--- config.mk ---
export PLATFORM = sky130hd
export DESIGN_NAME = cam_flash_saver
export DESIGN_NICKNAME = d
export VERILOG_FILES = /design/src/rtl/cam_flash_pkg.sv /design/src/rtl/cam_flash_saver_wait_timer.sv /design/src/rtl/cam_flash_saver.sv
export SDC_FILE = /design/constraint.sdc
export NUM_CORES = 1
export LEC_CHECK = 0
export ABC_AREA = 1
export CORE_MARGIN = 5
export CORE_UTILIZATION = 47
export DETAILED_ROUTE_END_ITERATION = 12
export PLACE_DENSITY = 0.8
export SYNTH_ARGS = -nofsm -noshare
export SYNTH_HDL_FRONTEND = slang
export SYNTH_HIERARCHICAL = 1
export SYNTH_SLANG_ARGS = --single-unit
--- constraint.sdc ---
create_clock -name clk -period 3.2 [get_ports clk]
set_input_delay 0.64 -clock clk [delete_from_list [all_inputs] [get_ports clk]]
set_output_delay 0.64 -clock clk [all_outputs]
set_load 0.005 [all_outputs]
--- src/rtl/cam_flash_pkg.sv ---
// Shared definitions for the CAM <-> flash transfer engines.
// Holds the default geometry and the saver state encoding.
package cam_flash_pkg;

  localparam int CAM_ADDR_W = 4;
  localparam int CAM_DATA_W = 32;
  localparam int ENTRIES    = 2 ** CAM_ADDR_W;

  typedef enum logic [3:0] {
    S_IDLE,
    S_RD,
    S_CAP,
    S_WAIT_RDY,
    S_PROG,
    S_WAIT_ACK,
    S_WAIT_DONE,
    S_FIN,
    S_ERR
  } state_t;

  function automatic logic is_wait(state_t s);
    return (s == S_WAIT_RDY) ||
           (s == S_WAIT_ACK) ||
           (s == S_WAIT_DONE);
  endfunction

endpackage

--- src/rtl/cam_flash_saver_wait_timer.sv ---
// Clearable saturating cycle counter for the flash wait states.
// expired stays high once the count reaches TIMEOUT.
module wait_timer #(
  parameter int TIMEOUT = 1023
) (
  input  logic clk,
  input  logic rst,
  input  logic clr,
  output logic expired
);

  localparam int CW = (TIMEOUT > 0) ? $clog2(TIMEOUT + 1) : 1;
  localparam logic [CW-1:0] LIMIT = CW'(TIMEOUT);

  logic [CW-1:0] cnt;

  always_ff @(posedge clk or posedge rst) begin
    if (rst) begin
      cnt <= '0;
    end else if (clr) begin
      cnt <= '0;
    end else if (cnt != LIMIT) begin
      cnt <= cnt + 1'b1;
    end
  end

  assign expired = (cnt == LIMIT);

endmodule

--- src/rtl/cam_flash_saver.sv ---
// Write-back engine: copies every CAM entry into flash, one word
// per address, using the flash busy handshake with a wait timeout.
module cam_flash_saver
  import cam_flash_pkg::*;
#(
  parameter int ADDR_W  = CAM_ADDR_W,
  parameter int DATA_W  = CAM_DATA_W,
  parameter int TIMEOUT = 1023
) (
  input  logic              clk,
  input  logic              rst,
  input  logic              save_req,
  output logic              cam_rd_en,
  output logic [ADDR_W-1:0] cam_addr,
  input  logic [DATA_W-1:0] cam_rd_data,
  output logic              flash_wr_en,
  output logic [ADDR_W-1:0] flash_addr,
  output logic [DATA_W-1:0] flash_wr_data,
  input  logic              flash_busy,
  output logic              active,
  output logic              done,
  output logic              error
);

  localparam logic [ADDR_W-1:0] LAST_IDX = '1;

  state_t            state;
  state_t            state_nxt;
  logic [ADDR_W-1:0] idx;
  logic [DATA_W-1:0] data_q;
  logic              tmr_clr;
  logic              tmr_exp;

  wait_timer #(
    .TIMEOUT(TIMEOUT)
  ) u_timer (
    .clk    (clk),
    .rst    (rst),
    .clr    (tmr_clr),
    .expired(tmr_exp)
  );

  // A busy transition always wins over a timeout on the same edge.
  always_comb begin
    state_nxt = state;
    case (state)
      S_IDLE: begin
        if (save_req) state_nxt = S_RD;
      end
      S_RD: state_nxt = S_CAP;
      S_CAP: begin
        state_nxt = flash_busy ? S_WAIT_RDY : S_PROG;
      end
      S_WAIT_RDY: begin
        if (!flash_busy)  state_nxt = S_PROG;
        else if (tmr_exp) state_nxt = S_ERR;
      end
      S_PROG: state_nxt = S_WAIT_ACK;
      S_WAIT_ACK: begin
        if (flash_busy)   state_nxt = S_WAIT_DONE;
        else if (tmr_exp) state_nxt = S_ERR;
      end
      S_WAIT_DONE: begin
        if (!flash_busy)
          state_nxt = (idx == LAST_IDX) ? S_FIN : S_RD;
        else if (tmr_exp)
          state_nxt = S_ERR;
      end
      S_FIN:   state_nxt = S_IDLE;
      S_ERR:   state_nxt = S_IDLE;
      default: state_nxt = S_IDLE;
    endcase
  end

  assign tmr_clr = is_wait(state_nxt) && (state_nxt != state);

  // Strobes are decoded from the next state so every output is a flop.
  always_ff @(posedge clk or posedge rst) begin
    if (rst) begin
      state       <= S_IDLE;
      idx         <= '0;
      data_q      <= '0;
      cam_rd_en   <= 1'b0;
      flash_wr_en <= 1'b0;
      active      <= 1'b0;
      done        <= 1'b0;
      error       <= 1'b0;
    end else begin
      state       <= state_nxt;
      cam_rd_en   <= (state_nxt == S_RD);
      flash_wr_en <= (state_nxt == S_PROG);
      active      <= (state_nxt != S_IDLE);
      done        <= (state_nxt == S_FIN) ||
                     (state_nxt == S_ERR);
      if (state == S_IDLE && save_req) begin
        idx   <= '0;
        error <= 1'b0;
      end
      if (state == S_WAIT_DONE && state_nxt == S_RD)
        idx <= idx + 1'b1;
      if (state == S_CAP)
        data_q <= cam_rd_data;
      if (state_nxt == S_ERR)
        error <= 1'b1;
    end
  end

  assign cam_addr      = idx;
  assign flash_addr    = idx;
  assign flash_wr_data = data_q;

endmodule
==> flow_summary.yaml <==
sta:
  slew_viol_final: 0
  layout_setup_ws_ps: 558.0
  finalHoldViolations: 0
  relSlewSlack_pct: 61.89
  tns_ps: 0
  fin_crit_ps: 2642
  worst_hold_slack_ps: 506.7
  fmax_mhz: 378.5
  rsz0062_at_grt: "no"
  finalCritPeriodShare_pct: 82.56
  fin_skew_ps: 9.640
  setup_violations: 0
  worst_pin_slew_ps: 570.9
routing:
  ant_nets: 0
  totalWireLength_um: 5907
  dr_total_vias: 2127
  met3_length_um: 366
  highest_layer: "met4"
  wl_met1_um: 2401
  viasPerCell: 4.981
  remaining_drc_errors: 0
  drt_iter0_markers: 137
  first_pass_iters: 4
  dr_wl_met2_um: 3040
  wl_per_cell_um: 13.83
place:
  placed_cell_area_mm2: 0.003508
  dpl.hpwl_um: 4569
  numPortBuffers: 80
  place_congestion: 0.8430
  dp_cells: 419
  pre_cts_slack_ps: 476.3
clocking:
  cts_resized: 0
  clk_latency_ps: 300
  cts_buffers: 5
  ctsHoldBuffers: 0
  clkSlewWorstSetupHoldPaths_ps: 100
  cts_setup_buffers: 0
  cts_sinks: 55
  clockBufferDepth: 2
  cts_root_buffer: "clkbuf_8"
  cts_tree: "built"
  h-tree-depth: 2
die:
  start_util_pct: 48.13
  die_h_um: 85.09
  die_x_um: 85.09
  die_area_mm2: 0.007240
  fp-row-count: 27
  core_area_mm2: 0.005507
  ioPinCount: 81
grt:
  grt_pass1_vias: 2157
  grt_max_degree: 33
  grt_usage_pct: 16.80
  grt_pass1_wl_um: 9860
  grt_antenna_before_repair: 0
  grt_overflow_total: 0
logic_synthesis:
  syn_nets: 311
  yosysSeqAreaShare_pct: 51.94
  ys_ff_latch: 55
  avgSynthCellArea_um2: 9.707
  syn_area_mm2: 0.002650
  synth.distinct_cells: 25
  ys_warn_count: 6
  netlist_instances: 273
critical_path:
  cp-start-kind: "flop"
  critical_path.max_stage_delay_ps: 410
  arrival_ps: 2830
  crit_path_end_kind: "flop"
  path_class: "reg2reg"
  crit_path_top_delay_cell: "dfrtp_1"
  crit_fanout: 11
  cp.required_ps: 3390
  path_cells: "ha_1 > nand2_2 > nor2_4 > nand3_1 > nor2_1 > inv_1 > nand2_1 > nand2_1 > a21oi_1 > nand2_2 > nand3_1 > nand3_1 > nor2_1 > inv_1 > nand2_2 > nand2_1"
cells_and_area:
  stdcell_area_mm2: 0.003603
  diodes: 0
  final_common_cell: "clkdlybuf4s50_1"
  drive_gt1_share_pct: 18.31
  final_cell_mix: "clkdlybuf4s50_1, nand2_1, dfrtp_1"
  fillers: 437
  finalNonFillerCells: 427
  finish.utilization_pct: 65.44
  nets: 392
  area_delta_synth_final_pct: 35.98
pwr:
  power_density_mw_per_mm2: 845.6
  leakage_nw: 1.683
  finalPower_mw: 3.047
  ir_drop_uv: 529.5
worst_hold_path:
  hp-class: "reg2reg"
outcome:
  outcome: "finished, final reports clean"
job:
  maxCapViolations: 0
## critical path: cells and delay by family, from the launching register on
kind	cells	cell delay, ps
buffers and inverters	2	310
DFF	1	410
and+or+nand+nor	12	1420
adders and majority gates	1	210
AOI/OAI and AO/OA	1	210
## layer usage
metal | GRT usage [%] | up-vias
met3 | 4.369 | 7
met1 | 20.22 | 1029
li1 | - | 1030
met2 | 29.10 | 61
met4 | 5.755 | 0
met5 | 0 | -
## cells by family (layout without fill, tap and decap cells)
kind of cell,after synthesis,count (layout),synth area share [%]
flip-flops,55,55,51.94
buffers and inverters,41,123,6.610
multiplexers,32,32,13.60
adder cells (fa/ha/maj),2,2,0.9441
AND/OR/NAND/NOR,132,132,24.13
XOR/XNOR,4,4,1.322
AO/OA/AOI/OAI,7,7,1.464
## registers in the layout, indices dropped and copies added, names as in the netlist
signal and count:
active 1, cam_addr 4, cam_rd_en 1, done 1, error 1, flash_wr_data 32, flash_wr_en 1, state 4
u_timer/cnt 10
## synthesized netlist by cell type
library cell | count | area (um^2)
nand3b_1 | 1 | 7.510
inv_2 | 2 | 7.510
buf_2 | 5 | 25.02
nand3_1 | 27 | 135.1
nor2_2 | 5 | 31.28
nor2_1 | 15 | 56.30
or2_2 | 1 | 6.260
ha_1 | 2 | 25.02
o21ai_0 | 1 | 5.000
nor2_4 | 6 | 67.56
xnor2_1 | 2 | 17.52
nand2_4 | 1 | 11.26
inv_1 | 30 | 112.6
nand3_2 | 2 | 20.02
dfrtp_1 | 55 | 1376
a21oi_1 | 4 | 20.02
nand2_2 | 5 | 31.28
o211ai_1 | 1 | 7.510
mux2_2 | 32 | 360.4
o22ai_1 | 1 | 6.260
buf_4 | 4 | 30.03
nor3_1 | 1 | 5.000
nand2_1 | 63 | 236.5
xor2_1 | 2 | 17.52
nand4_1 | 5 | 31.28
## cell type report
type / count / area, um^2 / share of cell area (%)
Clock buffer: 7 / 86.33 / 2.396
Tap cell: 72 / 90.09 / 2.500
Sequential cell: 55 / 1376 / 38.19
Timing Repair Buffer: 83 / 823.3 / 22.85
Clock inverter: 1 / 8.758 / 0.2431
Inverter: 32 / 120.1 / 3.333
Multi-Input combinational cell: 177 / 1099 / 30.49
## where the power goes
group,internal [mW],switching (mW)
registers,0.984,0.191
clock network,0.178,0.222
logic,0.841,0.631
total,2.00,1.04
## final timing paths
check | depth (start not counted) | slack [ps] | startpoint | end
max in group asynchronous | 3 | 1900 | rst | flash_wr_data[17]
setup reg to reg | 16 | 560 | u_timer/cnt[0] | u_timer/cnt[5]
min in group asynchronous | 2 | 660 | rst | u_timer/cnt[4]
setup / recovery | 16 | 560 | u_timer/cnt[0] | u_timer/cnt[5]
hold / removal | 2 | 510 | error | error
hold reg to reg | 2 | 510 | error | error
Note: power is estimated with default switching activity, not from simulation.
